==> src/rtl/retro_memory_copier_pkg.sv <==
// Shared types and helpers for the block-copy engine.
// - copier_state_t : FSM encoding (idle, read, capture, write, done)
// - mask_all()     : all-ones byte mask for a given bus width in bytes
package retro_memory_copier_pkg;

  localparam int unsigned MaxDataBusWidth = 16;

  typedef enum logic [2:0] {
    StIdle,
    StRd,
    StCap,
    StWr,
    StDone
  } copier_state_t;

  function automatic logic [MaxDataBusWidth-1:0] mask_all(input int unsigned width);
    logic [MaxDataBusWidth-1:0] m;
    m = '0;
    for (int unsigned i = 0; i < MaxDataBusWidth; i++) begin
      if (i < width) m[i] = 1'b1;
    end
    return m;
  endfunction

endpackage

==> src/rtl/retro_memory_copier_if.sv <==
// Word-addressed memory port between an initiator (copier) and a target (BRAM/SRAM).
// - clk            : clock forwarded by the initiator
// - access/write   : request valid / write not read
// - address        : word address
// - mask           : byte-enable, one bit per byte
// - d_to_target    : write data
// - ready          : target accepts the request this cycle
// - data_ready     : read data will be valid on d_to_initiator the following cycle
// - d_to_initiator : read data
interface retro_memory_copier_if #(
  parameter int unsigned AddressBusWidth = 12,
  parameter int unsigned DataBusWidth    = 1
);

  logic                         clk;
  logic                         access;
  logic                         write;
  logic [AddressBusWidth-1:0]   address;
  logic [DataBusWidth-1:0]      mask;
  logic [8*DataBusWidth-1:0]    d_to_target;
  logic                         ready;
  logic                         data_ready;
  logic [8*DataBusWidth-1:0]    d_to_initiator;

  modport initiator (
    output clk, access, write, address, mask, d_to_target,
    input  ready, data_ready, d_to_initiator
  );

  modport target (
    input  clk, access, write, address, mask, d_to_target,
    output ready, data_ready, d_to_initiator
  );

endinterface

==> src/rtl/retro_memory_copier.sv <==
// Block-copy engine: on start, copies length words from src_addr to dst_addr through one
// memory port, one read then one write per word, ascending addresses with wrap-around.
// Ports:
// - clk, rst      : system clock, asynchronous active-high reset
// - start_i       : one-cycle request, sampled only while idle
// - src_addr_i    : first source word address (latched on start)
// - dst_addr_i    : first destination word address (latched on start)
// - length_i      : word count (latched on start), zero is legal
// - busy_o        : high in every non-idle state
// - done_o        : one-cycle pulse when the copy completes
// - mem           : memory port, initiator side
module retro_memory_copier
  import retro_memory_copier_pkg::*;
#(
  parameter int unsigned AddressBusWidth = 12,
  parameter int unsigned DataBusWidth    = 1,
  parameter int unsigned LengthWidth     = 12
) (
  input  logic                       clk,
  input  logic                       rst,
  input  logic                       start_i,
  input  logic [AddressBusWidth-1:0] src_addr_i,
  input  logic [AddressBusWidth-1:0] dst_addr_i,
  input  logic [LengthWidth-1:0]     length_i,
  output logic                       busy_o,
  output logic                       done_o,
  retro_memory_copier_if.initiator   mem
);

  localparam int unsigned DataWidth = 8 * DataBusWidth;
  localparam logic [DataBusWidth-1:0] MaskOnes = DataBusWidth'(mask_all(DataBusWidth));

  copier_state_t state_q, state_d;

  logic [AddressBusWidth-1:0] src_q, src_d;
  logic [AddressBusWidth-1:0] dst_q, dst_d;
  logic [LengthWidth-1:0]     remaining_q, remaining_d;
  logic [DataWidth-1:0]       data_q, data_d;

  // Port outputs are registered; their next values are derived from the next state.
  logic                       access_q, access_d;
  logic                       write_q, write_d;
  logic [AddressBusWidth-1:0] address_q, address_d;
  logic [DataBusWidth-1:0]    mask_q, mask_d;
  logic [DataWidth-1:0]       d_to_target_q, d_to_target_d;
  logic                       done_q, done_d;

  // State, counters, pointers and registered outputs.
  always_ff @(posedge clk or posedge rst) begin
    if (rst) begin
      state_q       <= StIdle;
      src_q         <= '0;
      dst_q         <= '0;
      remaining_q   <= '0;
      data_q        <= '0;
      access_q      <= 1'b0;
      write_q       <= 1'b0;
      address_q     <= '0;
      mask_q        <= '0;
      d_to_target_q <= '0;
      done_q        <= 1'b0;
    end else begin
      state_q       <= state_d;
      src_q         <= src_d;
      dst_q         <= dst_d;
      remaining_q   <= remaining_d;
      data_q        <= data_d;
      access_q      <= access_d;
      write_q       <= write_d;
      address_q     <= address_d;
      mask_q        <= mask_d;
      d_to_target_q <= d_to_target_d;
      done_q        <= done_d;
    end
  end

  // Next state, pointers and word counter.
  always_comb begin
    state_d     = state_q;
    src_d       = src_q;
    dst_d       = dst_q;
    remaining_d = remaining_q;
    data_d      = data_q;
    unique case (state_q)
      StIdle: begin
        if (start_i) begin
          src_d       = src_addr_i;
          dst_d       = dst_addr_i;
          remaining_d = length_i;
          state_d     = (length_i == '0) ? StDone : StRd;
        end
      end
      StRd: begin
        if (mem.ready && mem.data_ready) state_d = StCap;
      end
      StCap: begin
        // Read data arrives the cycle after the target accepted the read.
        data_d  = mem.d_to_initiator;
        state_d = StWr;
      end
      StWr: begin
        if (mem.ready) begin
          src_d       = src_q + 1'b1;
          dst_d       = dst_q + 1'b1;
          remaining_d = remaining_q - 1'b1;
          state_d     = (remaining_q == LengthWidth'(1)) ? StDone : StRd;
        end
      end
      StDone: state_d = StIdle;
      default: state_d = StIdle;
    endcase
  end

  // Registered-output next values; stable during stalls because src_d/dst_d/data_d hold.
  always_comb begin
    access_d      = 1'b0;
    write_d       = 1'b0;
    address_d     = '0;
    mask_d        = '0;
    d_to_target_d = '0;
    done_d        = 1'b0;
    unique case (state_d)
      StRd: begin
        access_d  = 1'b1;
        address_d = src_d;
      end
      StWr: begin
        access_d      = 1'b1;
        write_d       = 1'b1;
        address_d     = dst_d;
        mask_d        = MaskOnes;
        d_to_target_d = data_d;
      end
      StDone: done_d = 1'b1;
      default: ;
    endcase
  end

  assign busy_o          = (state_q != StIdle);
  assign done_o          = done_q;
  assign mem.clk         = clk;
  assign mem.access      = access_q;
  assign mem.write       = write_q;
  assign mem.address     = address_q;
  assign mem.mask        = mask_q;
  assign mem.d_to_target = d_to_target_q;

endmodule

==> src/flat_wrapper.sv <==
// flat-port wrapper written by rule: the top's interface ports become plain ports
module retro_memory_copier_flat import retro_memory_copier_pkg::*;
#(
  parameter int unsigned AddressBusWidth = 12,
  parameter int unsigned DataBusWidth    = 1,
  parameter int unsigned LengthWidth     = 12
)
  (clk, rst, start_i, src_addr_i, dst_addr_i, length_i, busy_o, done_o, mem_clk, mem_access, mem_write, mem_address, mem_mask, mem_d_to_target, mem_ready, mem_data_ready, mem_d_to_initiator);
  retro_memory_copier_if #(.AddressBusWidth(AddressBusWidth), .DataBusWidth(DataBusWidth)) mem_i ();
  input  logic clk;
  input  logic rst;
  input  logic start_i;
  input  logic [AddressBusWidth-1:0] src_addr_i;
  input  logic [AddressBusWidth-1:0] dst_addr_i;
  input  logic [LengthWidth-1:0] length_i;
  output logic busy_o;
  output logic done_o;
  output wire logic [$bits(mem_i.clk)-1:0] mem_clk;
  output wire logic [$bits(mem_i.access)-1:0] mem_access;
  output wire logic [$bits(mem_i.write)-1:0] mem_write;
  output wire logic [$bits(mem_i.address)-1:0] mem_address;
  output wire logic [$bits(mem_i.mask)-1:0] mem_mask;
  output wire logic [$bits(mem_i.d_to_target)-1:0] mem_d_to_target;
  input wire logic [$bits(mem_i.ready)-1:0] mem_ready;
  input wire logic [$bits(mem_i.data_ready)-1:0] mem_data_ready;
  input wire logic [$bits(mem_i.d_to_initiator)-1:0] mem_d_to_initiator;
  assign mem_clk = mem_i.clk;
  assign mem_access = mem_i.access;
  assign mem_write = mem_i.write;
  assign mem_address = mem_i.address;
  assign mem_mask = mem_i.mask;
  assign mem_d_to_target = mem_i.d_to_target;
  assign mem_i.ready = mem_ready;
  assign mem_i.data_ready = mem_data_ready;
  assign mem_i.d_to_initiator = mem_d_to_initiator;
  retro_memory_copier #(.AddressBusWidth(AddressBusWidth), .DataBusWidth(DataBusWidth), .LengthWidth(LengthWidth)) u_core (.clk(clk), .rst(rst), .start_i(start_i), .src_addr_i(src_addr_i), .dst_addr_i(dst_addr_i), .length_i(length_i), .busy_o(busy_o), .done_o(done_o), .mem(mem_i));
endmodule
==> config.mk <==
export PLATFORM = sky130hd
export DESIGN_NAME = retro_memory_copier_flat
export DESIGN_NICKNAME = d
export VERILOG_FILES = /design/src/rtl/retro_memory_copier_pkg.sv /design/src/rtl/retro_memory_copier_if.sv /design/src/rtl/retro_memory_copier.sv /design/src/flat_wrapper.sv
export SDC_FILE = /design/constraint.sdc
export NUM_CORES = 1
export LEC_CHECK = 0
export BUFFER_PORTS_ARGS = -buffer_cell sky130_fd_sc_hd__buf_2
export CORE_ASPECT_RATIO = 0.9
export CORE_MARGIN = 4
export CORE_UTILIZATION = 34
export CTS_CLUSTER_SIZE = 28
export DETAILED_ROUTE_END_ITERATION = 6
export GPL_TIMING_DRIVEN = 0
export MAX_ROUTING_LAYER = met4
export PLACE_DENSITY = 0.54
export SLEW_MARGIN = 10
export SYNTH_ARGS = -nofsm -noshare
export SYNTH_HDL_FRONTEND = slang
export SYNTH_SLANG_ARGS = --single-unit
==> constraint.sdc <==
create_clock -name clk -period 2.4 [get_ports clk]
set_input_delay 0.72 -clock clk [delete_from_list [all_inputs] [get_ports clk]]
set_output_delay 0.72 -clock clk [all_outputs]
set_load 0.02 [all_outputs]
== Yosys cells after proc, flatten, opt, wreduce, memory -nomap -nowiden ==
Index checks and enable logic that the tools add are counted.
Word-level totals
  flip-flop bits (word level): 70
  bits in latches: 0
  bits in writable memories: 0
  memory bits (read-only): 0
  input bits: 49
  logic and storage cells: 50
  memories: 0
Operators by class
  $add $sub $neg: 3
  multipliers: 0
  divide/modulo/power cells: 0
  $lt $le $gt $ge: 0
  equality and inequality tests: 9
  shifts and indexed selects: 0
  multiplexer cells: 21
  bitwise gates (word level): 0
  reduce and logical (&&, ||, !) cells: 7
Operators with widths (number)
  $pmux 12 s2: 4
  $mux 12: 6
  $add 12x1->12 const B: 2
  $mux 8: 2
  $mux 3: 5
  $eq 12x1->1 const B: 1
  $logic_not 12->1: 1
  $pmux 3 s4: 1
  $sub 12x1->12 const B: 1
  $eq 3x2->1 const B: 3
  $eq 3x1->1 const B: 2
  $ne 2x2->1 const B: 2
  $eq 3x3->1 const B: 1
  $logic_not 3->1: 1
  $mux 1: 3
  $reduce_and 3->1: 1
  $reduce_bool 3->1: 1
  $reduce_bool 2->1: 1
  $reduce_or 2->1: 1
  $logic_and 1x1->1: 1

== Depth between registers and ports, before layout ==
  depth in word-level cells: 7
  gate-level depth with buffers: 8

==> results.json <==
{
  "status": "completed",
  "via_per_inst": 5.20,
  "ys_ff_latch": 70,
  "syn_area_per_cell_um2": 10.4,
  "combinationalPowerShare_pct": 35.3,
  "rr_endpoint": "u_core.mem.address[2]$_DFF_PP0_",
  "area_delta_synth_final_pct": 26.4,
  "routedWlPerCell_um": 16.6,
  "ant_nets": 0,
  "p_sw_mw": 1.94,
  "routabilityCongestion": 0.801,
  "hold_viol": 0,
  "stdcell_count": 544,
  "grt_pass1_vias": 2877,
  "wirelength_mm": 9.03,
  "grt_start_max_net_pins": 37,
  "path_max_fanout": 2,
  "tightest_slew_ns": 0.792,
  "async_flop_share_pct": 100,
  "overflow": 0,
  "power.share.clock_pct": 25.5,
  "synthTopCellsByArea": "dfrtp_1 (52%), nand2_1 (4.2%), o211ai_1 (3.1%), nand3_1 (3.0%), mux2_2 (2.7%)",
  "cp_data_arrival_time_ns": 1.66,
  "peakVddDrop_uv": 549,
  "synth-edff-count": 0,
  "final.fill_count": 979,
  "ys.flop_type": "dfrtp_1",
  "insertion_delay_ns": 0.45,
  "busiest_layer": "met2",
  "setup_viol": 0,
  "nNetsFinal": 466,
  "grt_pass1_wl_mm": 14.8,
  "netlist_instances": 323,
  "portBuffers": 73,
  "slew_headroom_pct": 47.1,
  "die_h_um": 102,
  "start_kind": "clock port",
  "syn_nets": 376,
  "crit_type": "clk2out",
  "yosys_warnings": 0,
  "clk_pin_slew_ns": 0.08,
  "fin_tns_setup_ns": 0,
  "gr-usage-met2_pct": 25.0,
  "synth_top_area_share_pct": 52.4,
  "worstSetupEndpoint": "mem_clk",
  "ys_seq_area_share_pct": 52.4,
  "rsz0062_at_grt": "false",
  "core_area_mm2": 0.00961,
  "maxCapViolCount": 0,
  "grtUsageTotal_pct": 17.1,
  "end_kind": "primary output",
  "holdBufCountCts": 0,
  "cts_tree": "done",
  "fin_hold_ws_ns": 0.401,
  "dp_cells": 523,
  "grt_util_met1_pct": 22.4,
  "antenna_found_initial": 0,
  "reg2reg_slack_ns": 0.05,
  "dp_hpwl_mm": 6.62,
  "r2r_start": "u_core.remaining_q[4]$_DFFE_PP0P_",
  "fp.dieW_um": 113,
  "use_met3_pct": 6.51,
  "hp-class": "in2async",
  "first_pass_iters": 4,
  "drc": 0,
  "start_util_pct": 34.8,
  "p_leak_nw": 1.90,
  "drtIter0Drc": 164,
  "swShare_pct": 37.6,
  "pre_cts_slack_ns": -0.593,
  "drive_gt1_share_pct": 30.9,
  "setup_slack_ns": 0.0162,
  "cp.required_ns": 1.68,
  "rr_worst_depth": 5,
  "syn_area_mm2": 0.00334,
  "worstSetupStartpoint": "clk",
  "maxSlewViolCount": 0,
  "vias": 2830,
  "intPower_mw": 3.23,
  "synth.largest_area_cell": "dfrtp_1",
  "die_area_mm2": 0.0115,
  "seq_power_share_pct": 39.2,
  "n_antenna_cell": 0,
  "boundaryPins": 75,
  "rows": 34,
  "ys_types": 55,
  "fin_worst_skew_ns": 0.0112,
  "powerDensity_mw_per_mm2": 1220
}
==> kinds of logic after synthesis <==
| group | after synthesis | share of synthesized area (%) |
|---|---|---|
| adder cells (fa/ha/maj) | 4 | 1.50 |
| AO/OA/AOI/OAI | 68 | 16.2 |
| XOR/XNOR | 3 | 0.786 |
| AND/OR/NAND/NOR | 141 | 22.7 |
| multiplexers | 9 | 2.99 |
| flip-flops | 70 | 52.4 |
| buffers and inverters | 28 | 3.37 |
==> synthesized netlist by cell type (all sizes together) (3+ instances only) <==
master / instances
a221o: 4
a211oi: 3
nand2: 37
inv: 8
or4: 4
dfrtp: 70
or3: 3
o211ai: 14
and2: 11
nor3b: 3
nor3: 10
or2: 3
a22o: 10
nor4: 6
nor2: 20
ha: 4
buf: 3
clkbuf: 17
o311ai: 6
nor4b: 3
nand4: 10
o21ai: 10
mux2: 8
nand3b: 3
nand3: 20
a22oi: 3
==> critical path: stages <==
cell and delay (ns):
clkbuf_8 0.11, clkbuf_8 0.12, buf_4 0.12, buf_6 0.12
==> worst min path at each step <==
stage	endpoint	slack (ns)	cells after the start
after CTS	u_core.mem.access$_DFF_PP0_	0.42	2
after detailed placement	u_core.data_q[7]$_DFF_PP0_	0.48	1
after floorplan	u_core.data_q[0]$_DFF_PP0_	0.47	1
after global routing	u_core.mem.access$_DFF_PP0_	0.44	2
final	u_core.mem.access$_DFF_PP0_	0.40	2
after global placement	u_core.data_q[7]$_DFF_PP0_	0.48	1
==> per-stage QoR <==
stage               util (%)  area [um^2]  total power, mW
floorplan                  -         3350             3.29
CTS                     43.6         4190             5.19
global placement        40.3         3870             3.85
finish                  44.0         4230             5.17
global route            44.0         4230             5.55
detailed placement      40.5         3890             3.88
==> layout by cell type (no fill, tap or decap), types with 4 or more instances in the layout <==
| master | Yosys | routed |
|---|---|---|
| a221o_1 | 4 | 4 |
| clkbuf_2 | 0 | 9 |
| inv_1 | 8 | 7 |
| o311ai_0 | 5 | 4 |
| nand2_1 | 37 | 37 |
| buf_2 | 0 | 74 |
| nor3_1 | 10 | 10 |
| dfrtp_1 | 70 | 70 |
| o21ai_0 | 10 | 10 |
| mux2_2 | 8 | 8 |
| buf_4 | 2 | 4 |
| nor2_1 | 19 | 19 |
| nand4_1 | 10 | 10 |
| and2_1 | 11 | 11 |
| o211ai_1 | 14 | 14 |
| a22o_1 | 10 | 10 |
| clkbuf_8 | 0 | 14 |
| nor4_1 | 6 | 6 |
| clkbuf_1 | 17 | 6 |
| ha_1 | 4 | 4 |
| nand3_1 | 20 | 20 |
==> registers in the layout, indices dropped and copies added, names as in the netlist, 3 cells and up <==
| name | cells |
|---|---|
| u_core.remaining_q | 12 |
| u_core.data_q | 8 |
| u_core.mem.d_to_target | 8 |
| u_core.state_q | 3 |
| u_core.dst_q | 12 |
| u_core.mem.address | 12 |
| u_core.src_q | 12 |
==> power groups by stage <==
stage	logic (mW)	registers, mW	clock network, mW
final	1.82	2.03	1.32
after global routing	2.03	2.10	1.42
after CTS	1.82	2.02	1.35
after detailed placement	1.79	2.04	0.0613
after global placement	1.76	2.03	0.0613
after floorplan	1.13	2.11	0.0487
==> final cells by class <==
type / count / area [um^2] / share of cell area [%]
Clock buffer: 15 / 204 / 4.82
Clock inverter: 5 / 81.3 / 1.92
Sequential cell: 70 / 1750 / 41.4
Multi-Input combinational cell: 225 / 1500 / 35.6
Timing Repair Buffer: 75 / 395 / 9.35
Buffer: 20 / 100 / 2.37
Inverter: 8 / 33.8 / 0.799
Tap cell: 126 / 158 / 3.73
==> what timing repair did <==
action / 4_1_cts / 5_1_grt
hold endpoints to repair: 0 / 0
pin swaps: 1 / 0
setup buffers: 1 / 1
gates resized for setup: 9 / 19
endpoints found under the setup margin: 24 / 39
==> metal layers <==
layer,share of wire [%],vias to the layer above
li1,-,1400
met1,46,1344
met2,46,80
met3,7.4,6
met4,0.72,0
met5,0,-
Note: power is estimated with default switching activity, not from simulation.
